[config.mk]
export PLATFORM = sky130hd
export DESIGN_NAME = hex_to_dec
export DESIGN_NICKNAME = d
export VERILOG_FILES = /design/src/rtl/hex_to_dec.sv
export SDC_FILE = /design/constraint.sdc
export NUM_CORES = 1
export LEC_CHECK = 0
export CORE_ASPECT_RATIO = 0.8
export CORE_MARGIN = 2
export CORE_UTILIZATION = 50
export DETAILED_ROUTE_END_ITERATION = 7
export PLACE_DENSITY = 0.76
export RECOVER_POWER = 50
export SETUP_SLACK_MARGIN = 0.1
export SYNTH_ARGS = -nofsm -noshare
export SYNTH_HDL_FRONTEND = slang
export SYNTH_SLANG_ARGS = --single-unit
[constraint.sdc]
create_clock -name iCLK -period 0.8 [get_ports iCLK]
set_input_delay 0.16 -clock iCLK [delete_from_list [all_inputs] [get_ports iCLK]]
set_output_delay 0.16 -clock iCLK [all_outputs]
set_load 0.05 [all_outputs]
[src/rtl/hex_to_dec.sv]
// hex_to_dec: 8-bit unsigned binary to 3-digit BCD converter for the FND path.
// The conversion is a combinational shift-and-add-3 (double dabble) network,
// unrolled over 8 iterations, followed by one register stage. Latency is one
// clock, and a new value is accepted on every cycle.
module hex_to_dec (
   input  logic       iCLK,
   input  logic       iRSTn,
   input  logic [7:0] iDAT,
   output logic [1:0] oHun,
   output logic [3:0] oTen,
   output logic [3:0] oOne
);

   // Double dabble over a 10-bit BCD field {hundreds[1:0], tens[3:0], ones[3:0]}.
   // Before each shift, any 4-bit nibble holding 5 or more gets 3 added to it.
   // This makes the next shift carry correctly into the next decimal digit.
   // The hundreds field is only 2 bits wide and never reaches 5 for 8-bit
   // inputs, so it needs no correction.
   function automatic logic [9:0] f_dabble(input logic [7:0] bin);
      logic [9:0] bcd;
      bcd = '0;
      for (int i = 7; i >= 0; i--) begin
         if (bcd[3:0] >= 4'd5) bcd[3:0] = bcd[3:0] + 4'd3;
         if (bcd[7:4] >= 4'd5) bcd[7:4] = bcd[7:4] + 4'd3;
         bcd = {bcd[8:0], bin[i]};
      end
      return bcd;
   endfunction

   logic [9:0] w_bcd;

   // Combinational conversion of the current input value.
   always_comb begin
      w_bcd = f_dabble(iDAT);
   end

   // Output register: cleared asynchronously by reset, otherwise loads the
   // conversion result on every rising edge.
   always_ff @(posedge iCLK or negedge iRSTn) begin
      if (!iRSTn) begin
         oHun <= 2'd0;
         oTen <= 4'd0;
         oOne <= 4'd0;
      end else begin
         oHun <= w_bcd[9:8];
         oTen <= w_bcd[7:4];
         oOne <= w_bcd[3:0];
      end
   end

endmodule

==> out/results.tsv, run 1 <==
metric	value	unit
status	aborted with a tool error	
lastStage	clock tree synthesis (4_1_cts)	
firstError	[ERROR DPL-0033] detailed placement checks failed during check placement.	
postCtsSetupRepairBufs	6	
post_cts_resized	30	
syn_area	0.00118	mm2
boundaryPins	20	
io_buffer_count	19	
async_reset_ff_share	100	%
cts_hold_buf	0	
dieWidth	58.3	um
cts_buffers	3	
synth_cell_type_count	56	
place_ws	-3250	ps
yosys_warnings	0	
synth_enable_flop_cells	0	
syn-instance-count	137	
fp.dieH	47.4	um
synth.avg_cell_area	8.60	um2
synth_flop_cell	dfrtp_1	
rows	15	
synth_seq_cells	10	
place_congestion	0.855	
numClockSinks	10	
root_buffer	clkbuf_4	
dp_hpwl	3300	um
synth.net_count	155	
yosysSeqAreaShare	21.2	%
clockBufferDepth	2	
cts.htree.levels	1	
floorplan.initialDensity	53.7	%
-- logic make-up after synthesis --
| logic type | synth area share (%) |
|---|---|
| mux | 7.01 |
| xor+xnor | 7.96 |
| simple gates | 17.7 |
| fa+ha+maj | 8.49 |
| buf+inv | 5.41 |
| flops | 21.2 |
| compound gates | 32.2 |
-- through the flow --
stage / TNS [ps] / cell area [um2] / utilization (%) / std cells
floorplan: -20960 / 1340 / - / 137
global placement: -26150 / 2000 / 91.1 / 225
detailed placement: -27720 / 2000 / 91.1 / 225
-- synth_stat cells, drive strengths merged (2+ instances only) --
library cell / instances / area (um2)
inv: 12 / 45.1
o21ai: 11 / 58.8
a21oi: 10 / 53.8
dfrtp: 10 / 250
nor2: 9 / 33.8
ha: 8 / 100
xnor2: 7 / 68.8
nand2: 6 / 22.5
nand3: 5 / 25.0
mux2i: 4 / 56.3
nand2b: 4 / 25.0
a211oi: 3 / 22.5
a31oi: 3 / 18.8
o211ai: 3 / 22.5
and2: 2 / 12.5
mux2: 2 / 26.3
nand3b: 2 / 15.0
nor3: 2 / 10.0
nor3b: 2 / 20.0
nor4: 2 / 12.5
o21a: 2 / 15.0
o22ai: 2 / 12.5
o31ai: 2 / 20.0
o41ai: 2 / 17.5
xor2: 2 / 25.0
==> run 2: changes to the inputs <==
==> config.mk (replaced) <==
export PLATFORM = sky130hd
export DESIGN_NAME = hex_to_dec
export DESIGN_NICKNAME = d
export VERILOG_FILES = /design/src/rtl/hex_to_dec.sv
export SDC_FILE = /design/constraint.sdc
export NUM_CORES = 1
export LEC_CHECK = 0
export CORE_AREA = 2 2 63 65
export DETAILED_ROUTE_END_ITERATION = 7
export DIE_AREA = 0 0 65 67
export PLACE_DENSITY_LB_ADDON = 0.15
export RECOVER_POWER = 50
export SYNTH_ARGS = -nofsm -noshare
export SYNTH_HDL_FRONTEND = slang
export SYNTH_SLANG_ARGS = --single-unit
==> run 2 against run 1 <==
The flow now finishes, with violations (setup timing). Synthesized area unchanged. Synthesized cell count is the same.
==> out/results.tsv, run 2 <==
metric	value	unit
synth_seq_cells	10	
power	5.15	mW
synth.area.top_cells	dfrtp_1 21%, ha_1 8.5%, xnor2_1 4.5%	
synth_cell_type_count	56	
violations	setup timing	
crit_start	iDAT[6]	
max_slew_margin	70.9	%
period_minus_slack	3140	ps
boundaryPins	20	
drtIter0Drc	81	
cp_data_arrival_time	3290	ps
root_buffer	clkbuf_8	
clkSlewWorstSetupHoldPaths	40	ps
drv_slew	0	
synth_enable_flop_cells	0	
postRouteAntennaNets	0	
io_buffer_count	19	
final_hold_viol_count	0	
yosysTopAreaCellShare	21.2	%
rows	22	
syn-instance-count	137	
drt_pre_antenna_iters	4	
min_path_type	in -> async	
power_leakage	1.00	nW
status	finished with violations	
grt_pass1_vias	1364	
dieWidth	65	um
syn_area	0.00118	mm2
yosysSeqAreaShare	21.2	%
floorplan.initialDensity	32.7	%
nets	238	
endpoint_kind	flip-flop	
largestRegisters	oOne (4), oTen (4), oHun (2)	
vias	1341	
drc	0	
cp.required	940	ps
start_kind	input pin	
fp.dieH	67	um
wirelength	3440	um
antenna_found_initial	0	
syn2layout_area_growth	97.1	%
synth_flop_cell	dfrtp_1	
layout_commonest_cell	buf_4	
mostFrequentLayoutCells	57 x buf_4, 11 x buf_12, 10 x dfrtp_1	
wl_per_cell	12.9	um
cts_hold_buf	0	
maxCapViolCount	0	
fmax	318	MHz
core	0.00361	mm2
grt_pass1_wl	5950	um
place_ws	-3190	ps
numClockSinks	10	
overflow	0	
yosys-top-cells-count	10 x dfrtp_1, 10 x inv_1, 9 x a21oi_1, 9 x nor2_1, 8 x ha_1	
n_antenna_cell	0	
cts.htree.levels	1	
clockBufferDepth	2	
fin_ws	-2340	ps
setup_viol	19	
p_per_area	2220	mW/mm2
async_reset_ff_share	100	%
vdd_drop_max	0.000690	V
rsz0062_at_grt	true	
cts_tree	yes	
crit_type	in -> reg	
vias_per_cell	5.04	
yosys_warnings	0	
cp_max_fo	3	
grt_util_all_layers	17.5	%
synth.net_count	155	
fin_crit_sh	393	%
worstMarginPinSlew	436	ps
setup_tns	-21150	ps
dieArea	0.00436	mm2
final_layout_size_suffix_gt1_share	56.4	%
synth_top_cell_by_area	dfrtp_1	
grt_max_degree	11	
cts_buffers	3	
synth.avg_cell_area	8.60	um2
dp_hpwl	2730	um
place_congestion	0.826	
[run 2: cell counts after synthesis]
Identical to the previous run, type by type.
[run 2: cells by family (layout without fill, tap and decap cells)]
family | Yosys count | count (layout) | share of synthesized area, %
AND/OR/NAND/NOR | 38 | 38 | 17.7
XOR/XNOR | 9 | 9 | 7.96
adder cells (fa/ha/maj) | 8 | 8 | 8.49
AO/OA/AOI/OAI | 51 | 51 | 32.2
multiplexers | 6 | 6 | 7.01
buffers and inverters | 15 | 96 | 5.41
flip-flops | 10 | 10 | 21.2
[run 2: metal layers]
metal	up-vias	track usage [%]	share of wire [%]
li1	677	-	-
met1	631	19.1	40
met2	27	34.4	55
met3	6	1.86	3.2
met4	0	6.38	1.7
met5	-	0	0
[run 2: metrics by stage]
stage	hold WS, ps	util, %	cells	area, um2
3_5_place_dp	492	57.2	254	2060
2_1_floorplan	-136	-	137	1330
4_1_cts	259	62.1	265	2240
6_report	328	64.4	266	2320
3_3_place_gp	495	57.2	254	2060
5_1_grt	392	64.4	266	2320
[run 2: critical path, cell delays in order]
cell      delay (ps)
buf_12            90
inv_12            30
ha_4             150
o21ai_4          170
xnor2_4          120
ha_2             190
nand2b_4         140
a32oi_4          210
xnor2_2          110
inv_2            110
ha_4             160
inv_4             40
nor2_4           170
o311ai_4         110
or3_4            340
a221o_1          390
xnor2_1          160
o31a_1           300
o221ai_2         120
[run 2: area by class of cell]
class / instances / area [um2]
clock buffers: 3 / 41.3
fillers: 286 / 1280
inverters: 13 / 63.8
multi-input cells: 112 / 1130
flip-flops and latches: 10 / 250
well taps: 48 / 60.1
repair buffers: 80 / 774
[run 2: repair_timing]
item / 4_1_cts / 5_1_grt
gates cloned: 0 / 0
pin swaps: 19 / 20
gates resized for setup: 27 / 15
buffers inserted: 8 / 2
endpoints found under the setup margin: 19 / 19
[run 2: report_power, final]
group	switching (mW)	total, mW	internal (mW)
combinational	1.89	3.85	1.96
sequential	0.140	0.821	0.682
clock	0.158	0.483	0.326
total	2.18	5.15	2.97
[run 2: how the worst max path moves through the flow]
stage | endpoint | slack (ps) | cells after the start
after floorplan | oTen[3] | -2610 | 18
after global placement | oTen[3] | -3080 | 18
after detailed placement | oTen[3] | -3190 | 18
after CTS | oTen[2] | -2490 | 18
after global routing | oTen[3] | -2470 | 19
final | oTen[3] | -2340 | 19
No activity file was read; power rests on OpenSTA's default activity.
==> run 3: changes to the inputs <==
--- a/config.mk
+++ b/config.mk
@@ -13,3 +13,4 @@
 export SYNTH_ARGS = -nofsm -noshare
 export SYNTH_HDL_FRONTEND = slang
 export SYNTH_SLANG_ARGS = --single-unit
+export TNS_END_PERCENT = 100
==> results of run 3 <==
The final DEF is identical to that of run 2; final timing and power are the same.
